File: src/rtl/insn_loader.sv
// ---------------------------------------------------------------------------
// insn_loader
//   Boot-time writer for the 16 x 2^ADDR_W instruction memory read by the
//   pipeline's IF stage. A byte stream arrives over a valid/ready handshake:
//     <N> { <hi> <lo> } x N <csum>
//   N is the word count (0 means 256). Each hi/lo pair is written big-endian
//   to consecutive addresses starting at BASE_ADDR (wrapping). csum is the
//   XOR of every hi and lo byte; a mismatch or an idle-stream timeout raises
//   the sticky err flag. The CPU pipeline is held for the whole load.
//
// Ports
//   clk       in   1       system clock
//   rst_n     in   1       synchronous reset, active-low
//   start     in   1       pulse: begin a load (ignored while busy)
//   in_valid  in   1       byte available on in_data
//   in_data   in   8       stream byte
//   in_ready  out  1       loader accepts in_data this cycle
//   we        out  1       instruction-memory write enable (1 cycle per word)
//   wa        out  ADDR_W  instruction-memory write address
//   wd        out  16      instruction-memory write data
//   cpu_hold  out  1       1 while busy; gates PC/pipeline advance
//   busy      out  1       loader is not idle
//   done      out  1       1-cycle pulse at end of load (success or failure)
//   err       out  1       sticky checksum/timeout error, cleared by next start
// ---------------------------------------------------------------------------
module insn_loader #(
    parameter int                ADDR_W      = 8,
    parameter logic [ADDR_W-1:0] BASE_ADDR   = '0,
    parameter int                TIMEOUT_CYC = 1000000
) (
    input  logic              clk,
    input  logic              rst_n,
    input  logic              start,
    input  logic              in_valid,
    input  logic [7:0]        in_data,
    output logic              in_ready,
    output logic              we,
    output logic [ADDR_W-1:0] wa,
    output logic [15:0]       wd,
    output logic              cpu_hold,
    output logic              busy,
    output logic              done,
    output logic              err
);

    typedef enum logic [2:0] {
        S_IDLE,
        S_COUNT,
        S_HI,
        S_LO,
        S_WRITE,
        S_CSUM,
        S_DONE
    } state_t;

    // Idle counter only needs to reach TIMEOUT_CYC-1; it saturates there.
    localparam int            TW      = $clog2(TIMEOUT_CYC);
    localparam logic [TW-1:0] TO_LAST = TW'(TIMEOUT_CYC - 1);
    // The counter reaches TIMEOUT_CYC-1 on the edge after it holds this value,
    // so the abort is taken on that same edge.
    localparam logic [TW-1:0] TO_FIRE = TW'(TIMEOUT_CYC - 2);

    state_t        state;
    state_t        state_d;
    logic [7:0]    n_words;   // 0 encodes 256 words
    logic [7:0]    idx;       // words written so far in this load
    logic [7:0]    hi;
    logic [7:0]    csum;
    logic [TW-1:0] tcnt;

    logic active;
    logic accept;
    logic last_word;
    logic timeout_hit;

    // States that wait on the byte stream; derived from state alone so the
    // handshake never depends combinationally on in_valid.
    assign active = (state == S_COUNT) || (state == S_HI) ||
                    (state == S_LO)    || (state == S_CSUM);
    assign accept      = in_valid & active;
    // 8-bit wrap makes N=0 terminate after the 256th word.
    assign last_word   = ((idx + 8'd1) == n_words);
    // An accept in the same cycle wins over the timeout.
    assign timeout_hit = active & ~accept & (tcnt >= TO_FIRE);

    // NOTE: sequential state uses non-blocking assignments so every register
    // samples the pre-edge values, independent of process ordering.
    always_ff @(posedge clk) begin
        if (!rst_n) begin
            state <= S_IDLE;
        end else begin
            state <= state_d;
        end
    end

    // NOTE: every output of this block gets a default first, so no path
    // through the case leaves a signal unassigned and no latch is inferred.
    always_comb begin
        state_d  = state;
        in_ready = 1'b0;
        we       = 1'b0;
        busy     = 1'b1;
        done     = 1'b0;

        case (state)
            S_IDLE: begin
                busy = 1'b0;
                if (start) state_d = S_COUNT;
            end
            S_COUNT: begin
                in_ready = 1'b1;
                if (accept)           state_d = S_HI;
                else if (timeout_hit) state_d = S_DONE;
            end
            S_HI: begin
                in_ready = 1'b1;
                if (accept)           state_d = S_LO;
                else if (timeout_hit) state_d = S_DONE;
            end
            S_LO: begin
                in_ready = 1'b1;
                if (accept)           state_d = S_WRITE;
                else if (timeout_hit) state_d = S_DONE;
            end
            S_WRITE: begin
                we      = 1'b1;
                state_d = last_word ? S_CSUM : S_HI;
            end
            S_CSUM: begin
                in_ready = 1'b1;
                if (accept || timeout_hit) state_d = S_DONE;
            end
            S_DONE: begin
                done    = 1'b1;
                state_d = S_IDLE;
            end
            default: begin
                busy    = 1'b0;
                state_d = S_IDLE;
            end
        endcase
    end

    assign cpu_hold = busy;

    always_ff @(posedge clk) begin
        if (!rst_n) begin
            n_words <= '0;
            idx     <= '0;
            hi      <= '0;
            csum    <= '0;
            tcnt    <= '0;
            wa      <= BASE_ADDR;
            wd      <= '0;
            err     <= 1'b0;
        end else begin
            if (state == S_IDLE || accept) begin
                tcnt <= '0;
            end else if (tcnt != TO_LAST) begin
                tcnt <= tcnt + TW'(1);
            end

            if (timeout_hit) err <= 1'b1;

            case (state)
                S_IDLE: begin
                    if (start) begin
                        err  <= 1'b0;
                        idx  <= '0;
                        csum <= '0;
                    end
                end
                S_COUNT: begin
                    if (accept) n_words <= in_data;
                end
                S_HI: begin
                    if (accept) begin
                        hi   <= in_data;
                        csum <= csum ^ in_data;
                    end
                end
                S_LO: begin
                    // Address and data are registered here so they are stable
                    // for the whole WRITE cycle and held afterwards.
                    if (accept) begin
                        wd   <= {hi, in_data};
                        wa   <= BASE_ADDR + ADDR_W'(idx);
                        csum <= csum ^ in_data;
                    end
                end
                S_WRITE: begin
                    idx <= idx + 8'd1;
                end
                S_CSUM: begin
                    if (accept) err <= (in_data != csum);
                end
                default: ;
            endcase
        end
    end

endmodule

File: config.mk
export PLATFORM = sky130hd
export DESIGN_NAME = insn_loader
export DESIGN_NICKNAME = d
export VERILOG_FILES = /design/src/rtl/insn_loader.sv
export SDC_FILE = /design/constraint.sdc
export NUM_CORES = 1
export LEC_CHECK = 0
export ABC_AREA = 1
export CELL_PAD_IN_SITES_DETAIL_PLACEMENT = 2
export CELL_PAD_IN_SITES_GLOBAL_PLACEMENT = 2
export CORE_AREA = 2 2 126 116
export DETAILED_ROUTE_END_ITERATION = 12
export DIE_AREA = 0 0 128 118
export PLACE_DENSITY_LB_ADDON = 0.1
export SYNTH_ARGS = -nofsm -noshare
export SYNTH_HDL_FRONTEND = slang
export SYNTH_SLANG_ARGS = --single-unit
File: constraint.sdc
create_clock -name clk -period 1.7 [get_ports clk]
set_input_delay 0.51 -clock clk [delete_from_list [all_inputs] [get_ports clk]]
set_output_delay 0.51 -clock clk [all_outputs]
set_load 0.01 [all_outputs]
==> results.json <==
{
  "numCtsBuffers": 9,
  "syn_avg_cell_area_um2": 7.06,
  "setup_ws_ps": -92.2,
  "path_class": "reg2out",
  "outcome": "complete, but fails checks",
  "vias_per_cell": 4.86,
  "cts_hold_buf": 0,
  "utilization_pct": 41.3,
  "synth_cells": 535,
  "area_delta_synth_final_pct": 50.3,
  "hold_class": "reg2reg",
  "fin_skew_ps": 12.2,
  "stdcell_area_mm2": 0.00568,
  "wl_mm": 14.0,
  "cts_max_level": 3,
  "fill_cells": 1574,
  "port_buffers": 41,
  "hold_violations": 0,
  "setup.worst_path.start": "state[1]$_SDFFE_PN0P_",
  "leakagePower_nw": 2.53,
  "totalNegativeSetupSlack_ps": -367,
  "clkSinkCount": 80,
  "root_buffer": "clkbuf_16",
  "layout-drive-gt1-share_pct": 31.8,
  "die_area_mm2": 0.0151,
  "synth-seq-area-share_pct": 42.4,
  "io_pins": 42,
  "grt_pass1_vias": 4421,
  "cts_tree": "built",
  "drt_iter0_markers": 157,
  "syn_area_mm2": 0.00377,
  "place_area_mm2": 0.00486,
  "path_max_fanout": 3,
  "max_freq_mhz": 558,
  "drc_errors": 0,
  "synth-edff-count": 0,
  "relSlewSlack_pct": 75.1,
  "ys_async_sr_fraction_pct": 0,
  "period_share_pct": 105,
  "finalCriticalPeriod_ps": 1790,
  "grt_max_degree": 23,
  "critPathLaunchType": "flip-flop",
  "r2r_start": "idx[0]$_SDFFE_PN0P_",
  "final_cell_mix": "nor2_1, buf_4, dfxtp_1",
  "netlist-cell-type-count": 34,
  "finalSetupViolCount": 6,
  "die_y_um": 118,
  "cp.arrival_ps": 1280,
  "syn_nets": 550,
  "place.gp.congestion": 0.791,
  "core_mm2": 0.0137,
  "clk_latency_ps": 350,
  "wl_per_cell_um": 16.8,
  "end_kind": "output pin",
  "pre_cts_ws_ps": -378,
  "grt_first_pass_wirelength_mm": 22.6,
  "cp_data_required_time_ps": 1190,
  "overflow": 0,
  "clk_pin_slew_worst_paths_ps": 70,
  "slew_violations": 0,
  "power_density_mw_per_mm2": 870,
  "antenna_found_initial": 0,
  "final_common_cell": "nor2_1",
  "firstDrtPassIters": 4,
  "num_rows": 41,
  "nets": 670,
  "min_from": "tcnt[3]$_SDFFE_PP0P_",
  "ys_ff_latch": 80,
  "ys.flop_type": "dfxtp_1",
  "grtUsageTotal_pct": 18.9,
  "clockBufferDepth": 2,
  "floorplan.initialDensity_pct": 27.5,
  "drv_cap": 0,
  "diodes": 0,
  "vias": 4043,
  "ys_warn_count": 0,
  "worstMarginPinSlew_ps": 370,
  "dpl.hpwl_mm": 10.1,
  "ant_nets": 0,
  "die_w_um": 128,
  "peakVddDrop_uv": 473,
  "violations": "setup timing",
  "grt_setup_unrepaired": "yes"
}
==> logic make-up after synthesis <==
group	synth area share [%]
compound gates	17.8
xor+xnor	2.55
fa+ha+maj	0.994
buf+inv	8.32
flops	42.4
simple gates	27.9
==> state kept, by name, summed over array words and instances (netlist names) <==
name     cells
csum         8
err          1
hi           8
idx          8
n_words      8
state        3
tcnt        20
wa           8
wd          16
==> power breakdown <==
group / switching, mW / internal (mW)
Clock: 0.896 / 1.32
Sequential: 0.0514 / 1.93
Combinational: 0.397 / 0.341
==> synthesized netlist by cell type, drive strengths merged (3+ instances only) <==
master,n,area [um^2]
nand4,7,50.1
dfxtp,80,1600
o211a,8,80.1
a31oi,3,18.8
a211oi,3,22.5
o21ai,67,335
nand2,73,284
inv,61,229
buf,9,47.6
or2,3,18.8
nor3,9,72.6
nor2,107,424
nand3,34,170
xnor2,9,78.8
clkbuf,10,37.5
a21oi,40,200
ha,3,37.5
==> through the flow <==
step                std cells  hold WS [ps]  total power [mW]
floorplan                 535           444              2.34
global placement          797           460              2.65
detailed placement        797           467              2.68
CTS                       824           478              4.97
global route              832           474              5.20
finish                    832           452              4.94
==> metal layers <==
layer | routed length, um | track usage [%] | share of wire (%) | vias to the layer above
met5 | 0 | 0 | 0 | -
met4 | 211 | 4.26 | 1.5 | 0
met3 | 385 | 4.09 | 2.8 | 17
met2 | 6800 | 30.7 | 49 | 50
met1 | 6560 | 25.7 | 47 | 1991
li1 | - | - | - | 1985
==> worst paths after layout <==
| check | end | slack [ps] | depth (start not counted) |
|---|---|---|---|
| worst min-delay path | tcnt[3]$_SDFFE_PP0P_ | 450 | 1 |
| worst max-delay path | busy | -90 | 7 |
| worst min register to register | tcnt[3]$_SDFFE_PP0P_ | 450 | 1 |
| worst max register to register | state[0]$_SDFFE_PN0P_ | -90 | 11 |
==> cell type report <==
cell class,instances,area (um^2),share of cell area (%)
flip-flops and latches,80,1650,29.0
multi-input cells,375,2140,37.6
clock inverters,7,109,1.92
inverters,61,241,4.25
clock buffers,9,225,3.97
well taps,172,215,3.79
repair buffers,128,1100,19.4
==> critical path, cell delays in order (launching register included) <==
cell     delay (ps)
dfxtp_2         340
nor2_4          140
inv_4            60
nor2_4          100
inv_2            50
o21ai_2          50
inv_1            60
buf_2           140
==> timing repair <==
item                       CTS  global route
setup endpoints to repair   56            72
setup buffers               11             9
pin swaps                   17            28
gates resized for setup     83            85
gates cloned                 0             0
(Power assumes the default switching activity.)
==> edit: new RTL, same settings <==
Register the output `err` once more, without a reset; this adds one clock of latency there. The other outputs are not delayed to match.
--- a/src/rtl/insn_loader.sv
+++ b/src/rtl/insn_loader.sv
@@ -60,6 +60,8 @@
     // so the abort is taken on that same edge.
     localparam logic [TW-1:0] TO_FIRE = TW'(TIMEOUT_CYC - 2);
 
+    logic err_s0;
+
     state_t        state;
     state_t        state_d;
     logic [7:0]    n_words;   // 0 encodes 256 words
@@ -152,7 +154,7 @@
             tcnt    <= '0;
             wa      <= BASE_ADDR;
             wd      <= '0;
-            err     <= 1'b0;
+            err_s0  <= 1'b0;
         end else begin
             if (state == S_IDLE || accept) begin
                 tcnt <= '0;
@@ -160,12 +162,12 @@
                 tcnt <= tcnt + TW'(1);
             end
 
-            if (timeout_hit) err <= 1'b1;
+            if (timeout_hit) err_s0 <= 1'b1;
 
             case (state)
                 S_IDLE: begin
                     if (start) begin
-                        err  <= 1'b0;
+                        err_s0 <= 1'b0;
                         idx  <= '0;
                         csum <= '0;
                     end
@@ -192,12 +194,16 @@
                     idx <= idx + 8'd1;
                 end
                 S_CSUM: begin
-                    if (accept) err <= (in_data != csum);
+                    if (accept) err_s0 <= (in_data != csum);
                 end
                 default: ;
             endcase
         end
     end
 
+    always_ff @(posedge clk) begin
+        err <= err_s0;
+    end
+
 endmodule
 
Behaviour: not the same (Yosys sat finds a counterexample within 10 cycles, from zero or initial values and one cycle with rst_n low).
==> edit against the original RTL <==
The run still ends with negative setup slack left. Worst setup slack gained 20 ps. Sequential cell count grew 1. Design area shrank 2.2%. Area after synthesis grew 0.53%. Highest routed layer unchanged. Final cell count shrank 0.72%. Power shrank 3.5%. Routed wire length shrank 3.8%. Count of clock-buffer cells in the layout grew 1. Largest cell class unchanged.
==> edit: results (changes against the original RTL) <==
Outcome
  – Result of the run: finished with violations
  – Failing checks: negative setup slack

Power and ir drop
  – Peak VDD IR: 631 uV (+33%)
  – LEAKAGE: 2.49 nW (-1.5%)

Global routing
  – Grt met1 use: 0.237 (-0.0208)
  – M3 GR Usage: 0.0432 (+0.00227)
  – Global Route met2 Usage: 0.305 (-0.00167)
  – Vias in the first global route: 4334 (-2.0%)
  – Largest net degree at the start of global routing: 51 (+120%)
  – Global-route wire length before repair: 21900 um (-3.4%)

Worst hold path
  – HP Start: err_s0
  – Hold EP: err
  – Cells on Worst Hold Path: 0 (-1)

Place
  – Post-DP HPWL: 9660 um (-4.4%)
  – GPL Wtd Cong: 0.769 (-2.8%)

Synth
  – Area contributors post-synth: dfxtp_1 43%, nor2_1 10%, o21ai_0 8.2%, nand2_1 6.8%, a21oi_1 5.3%
  – Post-synthesis sequential area ratio: 0.427 (+0.00304)
  – Post-synth top area share: 0.427 (+0.00304)
  – Most frequent cells after synthesis: 102 x nor2_1, 81 x dfxtp_1, 69 x nand2_1, 62 x o21ai_0, 49 x inv_1
  – Syn Nets: 551 (+0.18%)

Routing
  – Routed via count: 3959 (-2.1%)
  – Wirelength per Cell: 16.3 um (-3.1%)
  – DR iter-0 viols: 126 (-20%)

Timing
  – Relative slew slack: 0.664 (-0.0873)
  – Hold Slack: 357 ps (-95.1 ps)
  – Worst Skew: 8.05 ps (-4.17 ps)
  – Final setup violation count: 6 (unchanged)
  – Setup WS post-layout: -72.6 ps (+19.6 ps)

Setup path
  – Worst R2R Setup Slack: -20 ps (+70 ps)
  – CP Data Arrival Time: 1260 ps (-20 ps)

Finish
  – Layout cells sized above 1: 0.294 (-0.0246)
edit: how the worst max path moves through the flow:
stage,startpoint,end,cells after the start
2_1_floorplan,idx[0],state[0],13
3_3_place_gp,in_valid,tcnt[14],6
3_5_place_dp,rst_n,tcnt[14],5
4_1_cts,state[1],cpu_hold,7
5_1_grt,state[0],cpu_hold,7
6_report,state[0],cpu_hold,7
edit: cell families after synthesis:
group / share of synthesized area
AOI/OAI and AO/OA: 0.177
xor gates and xnor gates: 0.0254
adders and majority gates: 0.00989
buffers and inverters: 0.0828
DFF: 0.427
and+or+nand+nor: 0.278
edit: critical path, cell delays in order, from the launching register on:
cell	delay, ps
dfxtp_2	340
nor2_4	120
inv_2	60
nor2_4	100
inv_2	50
o21ai_2	50
inv_1	60
buf_2	130
edit: per-stage QoR:
step / area (sq um) / setup TNS, ps / cells
6_report: 5550 / -272 / 826
5_1_grt: 5550 / -1140 / 826
4_1_cts: 5330 / -448 / 818
3_5_place_dp: 4880 / -21840 / 793
3_3_place_gp: 4880 / -19830 / 793
2_1_floorplan: 3790 / 0 / 536
edit: layer usage:
layer / vias to the layer above / wire length [um]
li1: 1981 / -
met1: 1930 / 6440
met2: 41 / 6550
met3: 7 / 328
met4: 0 / 113
met5: - / 0
edit: final cells by class:
| type | instances | area, sq um |
|---|---|---|
| Clock inverter | 6 | 65.1 |
| Inverter | 61 | 239 |
| Tap cell | 172 | 215 |
| Timing Repair Buffer | 120 | 1050 |
| Timing Repair inverter | 1 | 5.00 |
| Multi-Input combinational cell | 375 | 2090 |
| Sequential cell | 81 | 1650 |
| Clock buffer | 10 | 239 |
| Fill cell | 1634 | 8200 |
edit: repair_timing:
action / 4_1_cts / 5_1_grt
cloned: 0 / 1
setup endpoints to repair: 63 / 62
hold endpoints to repair: 0 / 0
gates resized for setup: 81 / 67
setup buffers: 9 / 8
pin swaps: 15 / 21
edit: report_power, final:
group | switching, mW | total [mW] | internal [mW]
sequential | 0.0513 | 2.02 | 1.96
clock | 0.851 | 2.03 | 1.18
combinational | 0.388 | 0.713 | 0.325
